==> config.mk <==
export PLATFORM = sky130hd
export DESIGN_NAME = seq_mul_radix_flat
export DESIGN_NICKNAME = d
export VERILOG_FILES = /design/src/rtl/seq_mul_pkg.sv /design/src/rtl/seq_mul_radix_if.sv /design/src/rtl/seq_mul_step.sv /design/src/rtl/seq_mul_radix.sv /design/src/flat_wrapper.sv
export SDC_FILE = /design/constraint.sdc
export NUM_CORES = 1
export LEC_CHECK = 0
export ABC_AREA = 1
export CAP_MARGIN = 20
export CORE_MARGIN = 2
export CORE_UTILIZATION = 55
export DETAILED_ROUTE_END_ITERATION = 16
export PLACE_DENSITY_LB_ADDON = 0.08
export SYNTH_ARGS = -nofsm -noshare
export SYNTH_HDL_FRONTEND = slang
export SYNTH_SLANG_ARGS = --single-unit
==> constraint.sdc <==
create_clock -name clk -period 7.6 [get_ports clk]
set_input_delay 1.52 -clock clk [delete_from_list [all_inputs] [get_ports clk]]
set_output_delay 1.52 -clock clk [all_outputs]
set_load 0.02 [all_outputs]
==> src/rtl/seq_mul_pkg.sv <==
// seq_mul_pkg: shared types and helpers for the sequential radix multiplier family.
package seq_mul_pkg;
   typedef enum logic [1:0] {IDLE, RUN, FIX} state_t;
   localparam int MAX_W = 64;
   function automatic int iter_count(int width, int radix);
      return width / radix;
   endfunction
   function automatic int cnt_width(int width, int radix);
      return $clog2(width / radix) < 1 ? 1 : $clog2(width / radix);
   endfunction
   // hi/lo are zero-extended halves of a 2*w-bit product
   function automatic logic ovf_check(logic sm, logic [MAX_W-1:0] hi, logic [MAX_W-1:0] lo, int w);
      logic [MAX_W-1:0] mask;
      mask = (MAX_W'(1) << w) - MAX_W'(1);
      return sm ? hi != (lo[w-1] ? mask : '0) : |hi;
   endfunction
endpackage

==> src/rtl/seq_mul_radix_if.sv <==
// seq_mul_radix_if: start/busy/done handshake and operand/result bus of the multiplier.
interface seq_mul_radix_if #(parameter int WIDTH = 8);
   logic             start;
   logic             signed_mode;
   logic [WIDTH-1:0] src1;
   logic [WIDTH-1:0] src2;
   logic             busy;
   logic             done;
   logic [WIDTH-1:0] res_hi;
   logic [WIDTH-1:0] res_lo;
   logic             ovf;
   modport master (output start, signed_mode, src1, src2, input busy, done, res_hi, res_lo, ovf);
   modport slave (input start, signed_mode, src1, src2, output busy, done, res_hi, res_lo, ovf);
endinterface

==> src/rtl/seq_mul_step.sv <==
// seq_mul_step: one shift-and-accumulate iteration retiring RADIX_BITS multiplier bits.
module seq_mul_step #(
   parameter int WIDTH = 8,
   parameter int RADIX_BITS = 2
) (
   input  logic [2*WIDTH-1:0]  acc,
   input  logic [WIDTH-1:0]    mag1,
   input  logic [RADIX_BITS-1:0] chunk,
   output logic [2*WIDTH-1:0]  acc_next
);
   assign acc_next = (acc << RADIX_BITS) + (2*WIDTH)'(mag1) * (2*WIDTH)'(chunk);
endmodule

==> src/rtl/seq_mul_radix.sv <==
// seq_mul_radix: iterative sign-magnitude multiplier, MSB-first over the multiplier,
// RADIX_BITS bits per cycle; result held until the next completed operation.
module seq_mul_radix
   import seq_mul_pkg::*;
#(
   parameter int WIDTH = 8,
   parameter int RADIX_BITS = 2
) (
   input logic            clk,
   input logic            rst_n,
   seq_mul_radix_if.slave bus
);
   localparam int ITER = iter_count(WIDTH, RADIX_BITS);
   localparam int CW = cnt_width(WIDTH, RADIX_BITS);
   localparam logic [CW-1:0] LAST = CW'(ITER - 1);
   if (WIDTH < 4 || WIDTH > MAX_W || RADIX_BITS < 1 || WIDTH % RADIX_BITS != 0) begin : g_bad_params
      $error("seq_mul_radix: RADIX_BITS must divide WIDTH and WIDTH must be 4..64");
   end
   state_t state, state_n;
   logic [CW-1:0] cnt;
   logic [2*WIDTH-1:0] acc, acc_next, prod, res;
   logic [WIDTH-1:0] mag1, mag2, abs1, abs2;
   logic neg, sm, ovf, done;
   seq_mul_step #(.WIDTH(WIDTH), .RADIX_BITS(RADIX_BITS)) u_step (
      .acc(acc),
      .mag1(mag1),
      .chunk(mag2[WIDTH-1 -: RADIX_BITS]),
      .acc_next(acc_next)
   );
   always_comb begin
      state_n = state == IDLE ? (bus.start ? RUN : IDLE) : state == RUN ? (cnt == LAST ? FIX : RUN) : IDLE;
      abs1 = bus.signed_mode && bus.src1[WIDTH-1] ? -bus.src1 : bus.src1;
      abs2 = bus.signed_mode && bus.src2[WIDTH-1] ? -bus.src2 : bus.src2;
      prod = neg ? -acc : acc;
   end
   // mag2 shifts left each iteration so its top RADIX_BITS are always the current chunk
   always_ff @(posedge clk or negedge rst_n) begin
      if (!rst_n) begin
         state <= IDLE;
         cnt <= '0;
         acc <= '0;
         mag1 <= '0;
         mag2 <= '0;
         neg <= 1'b0;
         sm <= 1'b0;
         res <= '0;
         ovf <= 1'b0;
         done <= 1'b0;
      end else begin
         state <= state_n;
         done <= state == FIX;
         if (state == IDLE && bus.start) begin
            mag1 <= abs1;
            mag2 <= abs2;
            neg <= bus.signed_mode & (bus.src1[WIDTH-1] ^ bus.src2[WIDTH-1]);
            sm <= bus.signed_mode;
            acc <= '0;
            cnt <= '0;
         end
         if (state == RUN) begin
            acc <= acc_next;
            mag2 <= mag2 << RADIX_BITS;
            cnt <= cnt + 1'b1;
         end
         if (state == FIX) begin
            res <= prod;
            ovf <= ovf_check(sm, MAX_W'(prod[2*WIDTH-1:WIDTH]), MAX_W'(prod[WIDTH-1:0]), WIDTH);
         end
      end
   end
   assign bus.busy = state != IDLE;
   assign bus.done = done;
   assign bus.res_hi = res[2*WIDTH-1:WIDTH];
   assign bus.res_lo = res[WIDTH-1:0];
   assign bus.ovf = ovf;
endmodule

==> src/flat_wrapper.sv <==
// flat-port wrapper written by rule: the top's interface ports become plain ports
module seq_mul_radix_flat import seq_mul_pkg::*;
#(
   parameter int WIDTH = 8,
   parameter int RADIX_BITS = 2
)
  (clk, rst_n, bus_start, bus_signed_mode, bus_src1, bus_src2, bus_busy, bus_done, bus_res_hi, bus_res_lo, bus_ovf);
  seq_mul_radix_if #(.WIDTH(WIDTH)) bus_i ();
  input logic clk;
  input logic rst_n;
  input wire logic [$bits(bus_i.start)-1:0] bus_start;
  input wire logic [$bits(bus_i.signed_mode)-1:0] bus_signed_mode;
  input wire logic [$bits(bus_i.src1)-1:0] bus_src1;
  input wire logic [$bits(bus_i.src2)-1:0] bus_src2;
  output wire logic [$bits(bus_i.busy)-1:0] bus_busy;
  output wire logic [$bits(bus_i.done)-1:0] bus_done;
  output wire logic [$bits(bus_i.res_hi)-1:0] bus_res_hi;
  output wire logic [$bits(bus_i.res_lo)-1:0] bus_res_lo;
  output wire logic [$bits(bus_i.ovf)-1:0] bus_ovf;
  assign bus_i.start = bus_start;
  assign bus_i.signed_mode = bus_signed_mode;
  assign bus_i.src1 = bus_src1;
  assign bus_i.src2 = bus_src2;
  assign bus_busy = bus_i.busy;
  assign bus_done = bus_i.done;
  assign bus_res_hi = bus_i.res_hi;
  assign bus_res_lo = bus_i.res_lo;
  assign bus_ovf = bus_i.ovf;
  seq_mul_radix #(.WIDTH(WIDTH), .RADIX_BITS(RADIX_BITS)) u_core (.clk(clk), .rst_n(rst_n), .bus(bus_i));
endmodule
# --- Word-level counts from Yosys, hierarchy flattened ---
# Index checks and enable logic that the tools add are counted.
classes:
  n_addsub: 5
  n_mul: 1
  eq_ne: 4
  mux: 15
  bitwise_logic: 2
  reduce_logical: 7
ops:
  columns: ["operator", "count"]
  rows:
  - ["$ne 8x64->1", 1]
  - ["$mux 16", 3]
  - ["$mux 8", 5]
  - ["$add 16x10->16", 1]
  - ["$neg 16->16", 1]
  - ["$neg 8->8", 2]
  - ["$mul 8x2->10", 1]
  - ["$mux 2", 5]
  - ["$reduce_or 8->1", 1]
  - ["$eq 2x2->1 const B", 2]
  - ["$reduce_bool 2->1", 2]
  - ["$logic_and 1x1->1", 3]
  - ["$add 2x1->2 const B", 1]
  - ["$eq 2x1->1 const B", 1]
  - ["$logic_not 2->1", 1]
  - ["$mux 1", 2]
  - ["$and 1x1->1", 1]
  - ["$xor 1x1->1", 1]
word_totals:
  reg_bits: 56
  in_bits: 20
  output_inout_bits: 19
  wordCells: 44

# --- Longest topological paths before layout ---
# Gate-level depths: netlist of the first run.
logic_depth:
  depth_word: 5
  mapped_depth: 17
  depth_no_buf: 16

# --- Modules after synthesis ---
# A second synthesis of the first run with hierarchy kept.
hier_totals:
  cells_unflattened: 524
  area_unflattened_um2: 3816.2
by_module_without_submodules:
  columns: ["mod", "n_inst", "cells_each", "area_each_um2", "seq_area_each_um2"]
  rows:
  - ["seq_mul_radix", 1, 363, 2916.5, 1401.3]
  - ["seq_mul_step", 1, 161, 899.6, 0.0]

# --- Least setup slack after synthesis of the first run ---
# OpenSTA, ideal clock, no wires.
synth_timing:
  path_type: "reg2reg"
  startpoint: "register u_core.mag2[7]"
  endpoint: "register u_core.acc[12]"
  setup_time_ps: 132
  arrival_time_ps: 2495
  t_required_ps: 7468
  path_slack_ps: 4972
  path_stages_with_launch: 16
  n_path_buf: 1
  synth_period_minus_slack_ps: 2628
  path_cell_list: "dfrtp_1 clkbuf_1 nand2_1 fa_1 inv_1 ha_1 inv_1 fa_1 nor2_1 o21ai_1 nand2_1 inv_1 o21bai_2 nand2_1 o21ai_0 o22ai_1"
synth_between:
  elab_chain_len: 3
synth_rtl:
  columns: ["item", "line", "source"]
  rows:
  - ["start: declaration", "seq_mul_radix.sv:22", "logic [WIDTH-1:0] mag1, mag2, abs1, abs2;"]
  - ["start signal: assignment", "seq_mul_radix.sv:54", "mag2 <= abs2;"]
  - ["start signal: assignment", "seq_mul_radix.sv:62", "mag2 <= mag2 << RADIX_BITS;"]
  - ["$mul 8x2->10", "seq_mul_step.sv:11", "assign acc_next = (acc << RADIX_BITS) + (2*WIDTH)'(mag1) * (2*WIDTH)'(chunk);"]
  - ["$add 16x10->16", "seq_mul_step.sv:11", null]
  - ["$mux 16", "seq_mul_radix.sv:60", "if (state == RUN) begin"]
  - ["end signal: assignment", "seq_mul_radix.sv:61", "acc <= acc_next;"]
  - ["end: declaration", "seq_mul_radix.sv:21", "logic [2*WIDTH-1:0] acc, acc_next, prod, res;"]
# No other way between the ends.
# A chain may end at the register's enable or synchronous reset.

# --- Worst setup path after layout of the first run ---
layout_timing:
  startpoint: "input port bus_start"
  endpoint: "register u_core.acc[6]"
layout_between:
  elab_chain_len: 2
layout_rtl:
  columns: ["item", "line", "source"]
  rows:
  - ["start: declaration", "flat_wrapper.sv:11", "input wire logic [$bits(bus_i.start)-1:0] bus_start;"]
  - ["$logic_and 1x1->1", "seq_mul_radix.sv:52", "if (state == IDLE && bus.start) begin"]
  - ["$reduce_bool 2->1 (no source line)", null, null]
# No other way between the ends.

==> results of run 1 <==
power by group:
group	total (uW)	internal (uW)	switching, uW
sequential	556	431	125
clock	195	98.0	97.1
combinational	976	378	598
total	1730	907	819
stage by stage:
| stage | hold WS, ns | setup WS (ns) |
|---|---|---|
| 6_report | 0.4883 | 4.279 |
| 5_1_grt | 0.5222 | 4.048 |
| 4_1_cts | 0.4908 | 4.274 |
| 3_5_place_dp | 0.4658 | 3.949 |
| 3_3_place_gp | 0.4660 | 4.016 |
| 2_1_floorplan | 0.4534 | 4.972 |
tightest hold or removal path: stages, from the launching register on:
cell and delay, ns:
dfrtp_1 0.35, nand2_1 0.05, o21ai_0 0.05
placed cells by master, fill, tap and decap left out, types with 4 or more instances in the layout:
cell type and count:
o22ai_1 7, inv_1 63, nand2_1 118, clkbuf_8 5, nand3_1 23, inv_2 7
dfrtp_1 56, o21ai_0 49, nand4_1 4, nor2_1 46, a31oi_1 6, a22oi_1 6
a21oi_1 9, xor2_1 13, o21ai_1 9, ha_1 14, fa_1 7, clkdlybuf4s50_1 37
o21ai_2 4
state kept, by name (all words and copies together) (netlist names), 2 cells and up:
signal,count
u_core.mag1,8
u_core.state,2
u_core.mag2,8
u_core.res,16
u_core.cnt,2
u_core.acc,16
cell families after synthesis:
family | Yosys count
and+or+nand+nor | 206
xor gates and xnor gates | 16
adders and majority gates | 21
buffers and inverters | 85
AOI/OAI and AO/OA | 97
DFF | 56
area by class of cell:
type,instances,share of cell area (%)
well taps,77,2.323
clock buffers,6,1.750
flip-flops and latches,56,33.79
multi-input cells,340,45.37
repair buffers,41,9.593
clock inverters,2,0.8446
inverters,70,6.335
final timing paths:
kind / cells past startpoint / to / slack [ns]
max in group asynchronous: 2 / u_core.acc[13] / 5.82
max: 6 / u_core.acc[6] / 4.28
min reg2reg: 2 / u_core.res[8] / 0.49
min: 2 / u_core.res[8] / 0.49
max reg2reg: 15 / u_core.acc[14] / 4.70
min in group asynchronous: 2 / u_core.res[2] / 1.33
routing by layer:
| metal | up-vias | routed length [um] | global-route usage [%] |
|---|---|---|---|
| met5 | - | 0 | 0 |
| met4 | 0 | 211 | 10.25 |
| met3 | 17 | 392 | 3.210 |
| met2 | 89 | 3444 | 38.35 |
| met1 | 1390 | 3222 | 26.01 |
| li1 | 1617 | - | - |
==> reports/qor.csv, run 1 <==
stage,metric,value,unit
cells_and_area,n_antenna_cell,0,
job,drv_cap,0,
detailed_routing,first_pass_iters,4,
critical_path,regToRegStartpoint,u_core.mag2[6],
yosys,synth_top_family_by_area,simple AND/OR/NAND/NOR gates,
grt,grt_usage,21.75,%
yosys,yosys.cell_count.top_type,nand2_1,
clock_network,clockBufferDepth,2,
sta,hold_violations,0,
cells_and_area,final_cells,592,
sta,worst_pin_slew,0.7514,ns
critical_path,max_stage_delay,0.51,ns
yosys,synth_area_leaders,"dfrtp_1 38%, nand2_1 12%, o21ai_0 6.7%, inv_1 6.5%, ha_1 4.8%",
clock_network,clock_latency,0.32,ns
cells_and_area,nNetsFinal,555,
clock_network,holdBufCountCts,0,
grt,grt_pass1_wl,12.77,mm
cells_and_area,multi_input_area,1882,sq um
die,core-area,6386,sq um
placed_design,placed_cells,584,
yosys,synth_edf_count,0,
hold_path,hold_path_class,register to register,
die,io-pin-count,39,
critical_path,cp_top_family,simple AND/OR/NAND/NOR gates,
cells_and_area,stdcell_area,4148,sq um
yosys,seq_area_frac_synth,38.49,%
grt,grt_pass1_vias,3006,
pwr,power_leakage,0.002023,uW
detailed_routing,vias,3113,
critical_path,cp_slowest_cell,nand3_1,
die,start_util,57.01,%
critical_path,crit_path_start,bus_start,
yosys,yosysTopAreaCell,dfrtp_1,
critical_path,crit_top_cell,inv_2,
pwr,p_per_area,416.2,nW/um^2
placed_design,place_area,4040,sq um
run_status,status,"finished, final reports clean",
detailed_routing,route.antenna.remaining_nets,0,
clock_network,root_buffer,clkbuf_8,
sta,setup_viol,0,
critical_path,path_class,primary input to register,
yosys,synthAdderAreaFrac,8.660,%
yosys,synth-xor-area-share,3.849,%
yosys,synthCells,481,
critical_path,path_buf_inv,3,
cells_and_area,post-route-util,64.95,%
sta,timing.fmax,0.3011,GHz
grt,gr-total-overflow,0,
critical_path,cp-end-kind,register,
sta,finClkSkew,0.008481,ns
critical_path,path_cells,"clkdlybuf4s50_1, nand3_1, inv_2, nor2_2, inv_2, o22ai_1",
yosys,synth_top_area_share,38.49,%
cells_and_area,seqCellArea,1401,sq um
yosys,synthArstFlopShare,100.0,%
detailed_routing,avgViaCountPerCell,5.258,
die,dieHeight,85.37,um
die,fp.dieW,85.37,um
sta,fin_crit,3.321,ns
yosys,synth_top_flop_cell,dfrtp_1,
clock_network,cts_buffers,5,
yosys,synth_warnings,0,
pwr,ir_drop,251.3,uV
cells_and_area,drive_gt1_share,6.602,%
yosys,syn-cell-area,3641,sq um
die,row_count,29,
detailed_routing,drt-total-wl,7.270,mm
yosys,synth_compound_gate_area_share,15.29,%
hold_path,min-delay-start,u_core.res[8],
die,die_area,7287,sq um
cells_and_area,area_growth,13.92,%
yosys,synthMuxAreaShare,0,%
placed_design,dpl.hpwl,5.571,mm
yosys,syn-num-nets,522,
sta,period_share,43.70,%
clock_network,htreeDepth,2,
yosys,syn_avg_cell_area,7.570,sq um
critical_path,cp.required,7.83,ns
clock_network,post_cts_buffers,0,
sta,finalMaxSlewViolations,0,
placed_design,gp_congestion,0.8541,
clock_network,cts_resized,0,
grt,grt_max_degree,57,
cells_and_area,n_fill_cell,586,
clock_network,cts.sink_count,56,
sta,slew_headroom,49.91,%
yosys,yosysUniqueCellTypes,36,
detailed_routing,drt_iter0_drc,145,
yosys,yosys-top-cells-count,"118 x nand2_1, 63 x inv_1, 56 x dfrtp_1",
clock_network,cts.reportedPaths.clkPinSlew,0.09,ns
pwr,power.total,1726,uW
sta,setup_tns,0,ns
placed_design,port-buffer-count,38,
yosys,ys_seq_elements,56,
yosys,yosys.area_share.simple,23.88,%
critical_path,crit_arrival,3.55,ns
critical_path,crit_fanout,21,
critical_path,cp-start-kind,primary input,
detailed_routing,wire_per_inst,12.28,um
sta,rsz0062_at_grt,false,
clock_network,cts_tree,done,
detailed_routing,drc,0,
grt,antenna_found_initial,0,
No activity file was read; power rests on OpenSTA's default activity.
==> run 2, diff against run 1 <==
--- a/config.mk
+++ b/config.mk
@@ -8,7 +8,7 @@
 export ABC_AREA = 1
 export CAP_MARGIN = 20
 export CORE_MARGIN = 2
-export CORE_UTILIZATION = 55
+export CORE_UTILIZATION = 52
 export DETAILED_ROUTE_END_ITERATION = 16
 export PLACE_DENSITY_LB_ADDON = 0.08
 export SYNTH_ARGS = -nofsm -noshare
==> constraint.sdc (replaced) <==
create_clock -name clk -period 2.8 [get_ports clk]
set_input_delay 0.56 -clock clk [delete_from_list [all_inputs] [get_ports clk]]
set_output_delay 0.56 -clock clk [all_outputs]
set_load 0.02 [all_outputs]
==> run 2 against run 1 <==
Net effect: clock power rose to 2.9 times the previous value; sequential power rose to 2.7 times the previous value; hold slack got worse by 0.11 ns; critical path type is now register to register.
==> reports/qor.csv, run 2 (synthesized netlist as in run 1, its figures left out) <==
stage,metric,value,unit,change
sta,finClkSkew,0.008922,ns,+0.0004414 ns
placed_design,port-buffer-count,38,,unchanged
cells_and_area,final_common_cell,nand2_1,,
clock_network,root_buffer,clkbuf_8,,
cells_and_area,drive_gt1_share,9.004,%,+2.4 points
clock_network,cts.reportedPaths.clkPinSlew,0.10,ns,about the same
grt,gr-total-overflow,0,,unchanged
die,fp.dieW,87.68,um,+2.7%
clock_network,cts_tree,done,,
hold_path,hold_path_class,primary input to async pin,,
sta,fin_crit,2.658,ns,
detailed_routing,vias,3158,,+1.4%
cells_and_area,stdcell_area,4252,sq um,+2.5%
grt,grt.busiest_layer,met2,,
cells_and_area,area_growth,16.77,%,
sta,setup_viol,0,,unchanged
cells_and_area,multi_input_area,1888,sq um,+0.33%
pwr,power.total,4811,uW,+180%
die,die_area,7687,sq um,+5.5%
grt,grt_max_degree,42,,-26%
critical_path,cp-end-kind,register,,
detailed_routing,route.antenna.remaining_nets,0,,unchanged
cells_and_area,post-route-util,62.58,%,-2.4 points
cells_and_area,n_fill_cell,629,,+7.3%
sta,hold_ws,0.3744,ns,-0.1139 ns
die,row_count,30,,+3.4%
critical_path,cp_top_family,adder cells,,
placed_design,dpl.hpwl,5.840,mm,+4.8%
critical_path,path_buf_inv,3,,unchanged
critical_path,crit_arrival,2.89,ns,-0.66 ns
critical_path,regToRegStartpoint,u_core.mag2[7],,
clock_network,cts.sink_count,56,,unchanged
sta,slew_headroom,40.41,%,-9.5 points
cells_and_area,final_cell_mix,"118 x nand2_1, 62 x inv_1, 54 x dfrtp_1, 47 x o21ai_0, 45 x nor2_1",,
clock_network,cts_buffers,5,,unchanged
die,core-area,6794,sq um,+6.4%
clock_network,clock_latency,0.31,ns,about the same
detailed_routing,wire_per_inst,11.98,um,-2.5%
grt,antenna_found_initial,0,,unchanged
critical_path,cp.required,3.04,ns,-4.79 ns
detailed_routing,avgViaCountPerCell,5.110,,-2.8%
critical_path,reg2reg_depth,15,,unchanged
sta,finalMaxSlewViolations,0,,unchanged
sta,setup_ws,0.1424,ns,-4.136 ns
placed_design,gp_congestion,0.9032,,+5.7%
job,drv_cap,0,,unchanged
pwr,p_per_area,1132,nW/um^2,+170%
critical_path,crit_fanout,5,,-76%
detailed_routing,drt_iter0_drc,148,,+2.1%
pwr,power_leakage,0.002066,uW,+2.1%
grt,grt_usage,21.02,%,-0.73 points
die,start_util,53.59,%,-3.4 points
critical_path,cp-start-kind,register,,
critical_path,cp_slowest_cell,dfrtp_2,,
sta,timing.fmax,0.3763,GHz,
critical_path,r2r_setup_slack,0.14,ns,-4.56 ns
critical_path,path_cells,"nand2_1, fa_1, inv_1, ha_1, inv_1, fa_1, nor2_2, o21ai_1, nand2_1, inv_1, o21bai_2, nand2_1, o21ai_1, nand3_1, o21ai_0",,
clock_network,clockBufferDepth,2,,unchanged
cells_and_area,seqCellArea,1404,sq um,+0.18%
detailed_routing,drc,0,,unchanged
grt,grt_pass1_wl,12.77,mm,about the same
clock_network,htreeDepth,2,,unchanged
critical_path,path_class,register to register,,
detailed_routing,drt-total-wl,7.402,mm,+1.8%
cells_and_area,nNetsFinal,562,,+1.3%
grt,grt_pass1_vias,2905,,-3.4%
sta,period_share,94.91,%,
sta,worst_pin_slew,0.8939,ns,+0.1425 ns
sta,hold_violations,0,,unchanged
critical_path,reg2reg_to,u_core.acc[14],,
grt,met3_usage,3.299,%,+0.089 points
pwr,ir_drop,388.0,uV,+54%
critical_path,max_stage_delay,0.44,ns,-0.07 ns
die,dieHeight,87.68,um,+2.7%
placed_design,place_area,4109,sq um,+1.7%
placed_design,dp_slack,0.07970,ns,-3.869 ns
detailed_routing,first_pass_iters,6,,+2
grt,grtUsageMet2,37.12,%,-1.2 points
cells_and_area,n_antenna_cell,0,,unchanged
critical_path,cp.depth,15,,+9
cells_and_area,reg.largest.list,"u_core.acc: 16 flops, u_core.res: 16 flops",,
grt,grt_util_met1,26.05,%,+0.043 points
run_status,status,"finished, final reports clean",,
die,io-pin-count,39,,unchanged
## run 2: changes by cell type in the layout (fill, tap and decap cells not counted), sizes merged
cell    change
clkinv      -1
buf         +7
clkbuf      +1
## run 2: layer usage
layer	part of all wire (%)	wire, um	vias to the layer above
li1	-	-	1631
met1	46	3415	1435
met5	0	0	-
met3	3.4	253	11
met2	49	3606	81
met4	1.7	127	0
## run 2: final cells by class
class | count | area share, %
inverter | 70 | 6.180
tap | 96 | 2.825
clock inverter | 1 | 0.7063
sequential | 56 | 33.02
timing repair buffer | 48 | 10.59
clock buffer | 7 | 2.266
multi-input combinational | 340 | 44.41
## run 2: repair_timing
| action | in CTS | in global routing |
|---|---|---|
| setup endpoints to repair | 0 | 5 |
| resized for setup | 0 | 7 |
| hold buffers | 0 | 0 |
| setup buffers | 0 | 1 |
| hold endpoints to repair | 0 | 0 |
## run 2: worst max-delay path by stage
| stage | startpoint | to | slack [ns] |
|---|---|---|---|
| after CTS | u_core.mag2[7] | u_core.acc[14] | 0.06 |
| after global placement | u_core.mag2[7] | u_core.acc[14] | 0.20 |
| after detailed placement | u_core.mag2[7] | u_core.acc[14] | 0.08 |
| after global routing | u_core.mag2[7] | u_core.acc[14] | -0.02 |
| final | u_core.mag2[7] | u_core.acc[14] | 0.14 |
| after floorplan | u_core.mag2[7] | u_core.acc[12] | 0.17 |
## run 2: worst register-to-register path: cells and delay by family, from the launching register on
family	cells	cell delay [ns]
flip-flops	1	0.44
AO/OA/AOI/OAI	4	0.50
adder cells (fa/ha/maj)	3	0.96
buffers and inverters	3	0.19
AND/OR/NAND/NOR	5	0.51
## run 2: stage by stage
stage | setup TNS, ns | instances
2_1_floorplan | 0 | 481
3_3_place_gp | 0 | 609
3_5_place_dp | 0 | 609
4_1_cts | 0 | 617
5_1_grt | -0.01982 | 618
6_report | 0 | 618
## run 2: where the power goes
| group | leakage, uW | total, uW | internal [uW] | switching (uW) |
|---|---|---|---|---|
| clock network | 0.0000645 | 571 | 316 | 255 |
| logic | 0.00129 | 2750 | 1070 | 1670 |
| registers | 0.000711 | 1490 | 1170 | 320 |
==> run 3, diff against run 2 <==
--- a/config.mk
+++ b/config.mk
@@ -10,6 +10,7 @@
 export CORE_MARGIN = 2
 export CORE_UTILIZATION = 52
 export DETAILED_ROUTE_END_ITERATION = 16
+export GPL_ROUTABILITY_DRIVEN = 1
 export PLACE_DENSITY_LB_ADDON = 0.08
 export SYNTH_ARGS = -nofsm -noshare
 export SYNTH_HDL_FRONTEND = slang
==> results of run 3 <==
The final DEF is identical to that of run 2; final timing and power are the same.
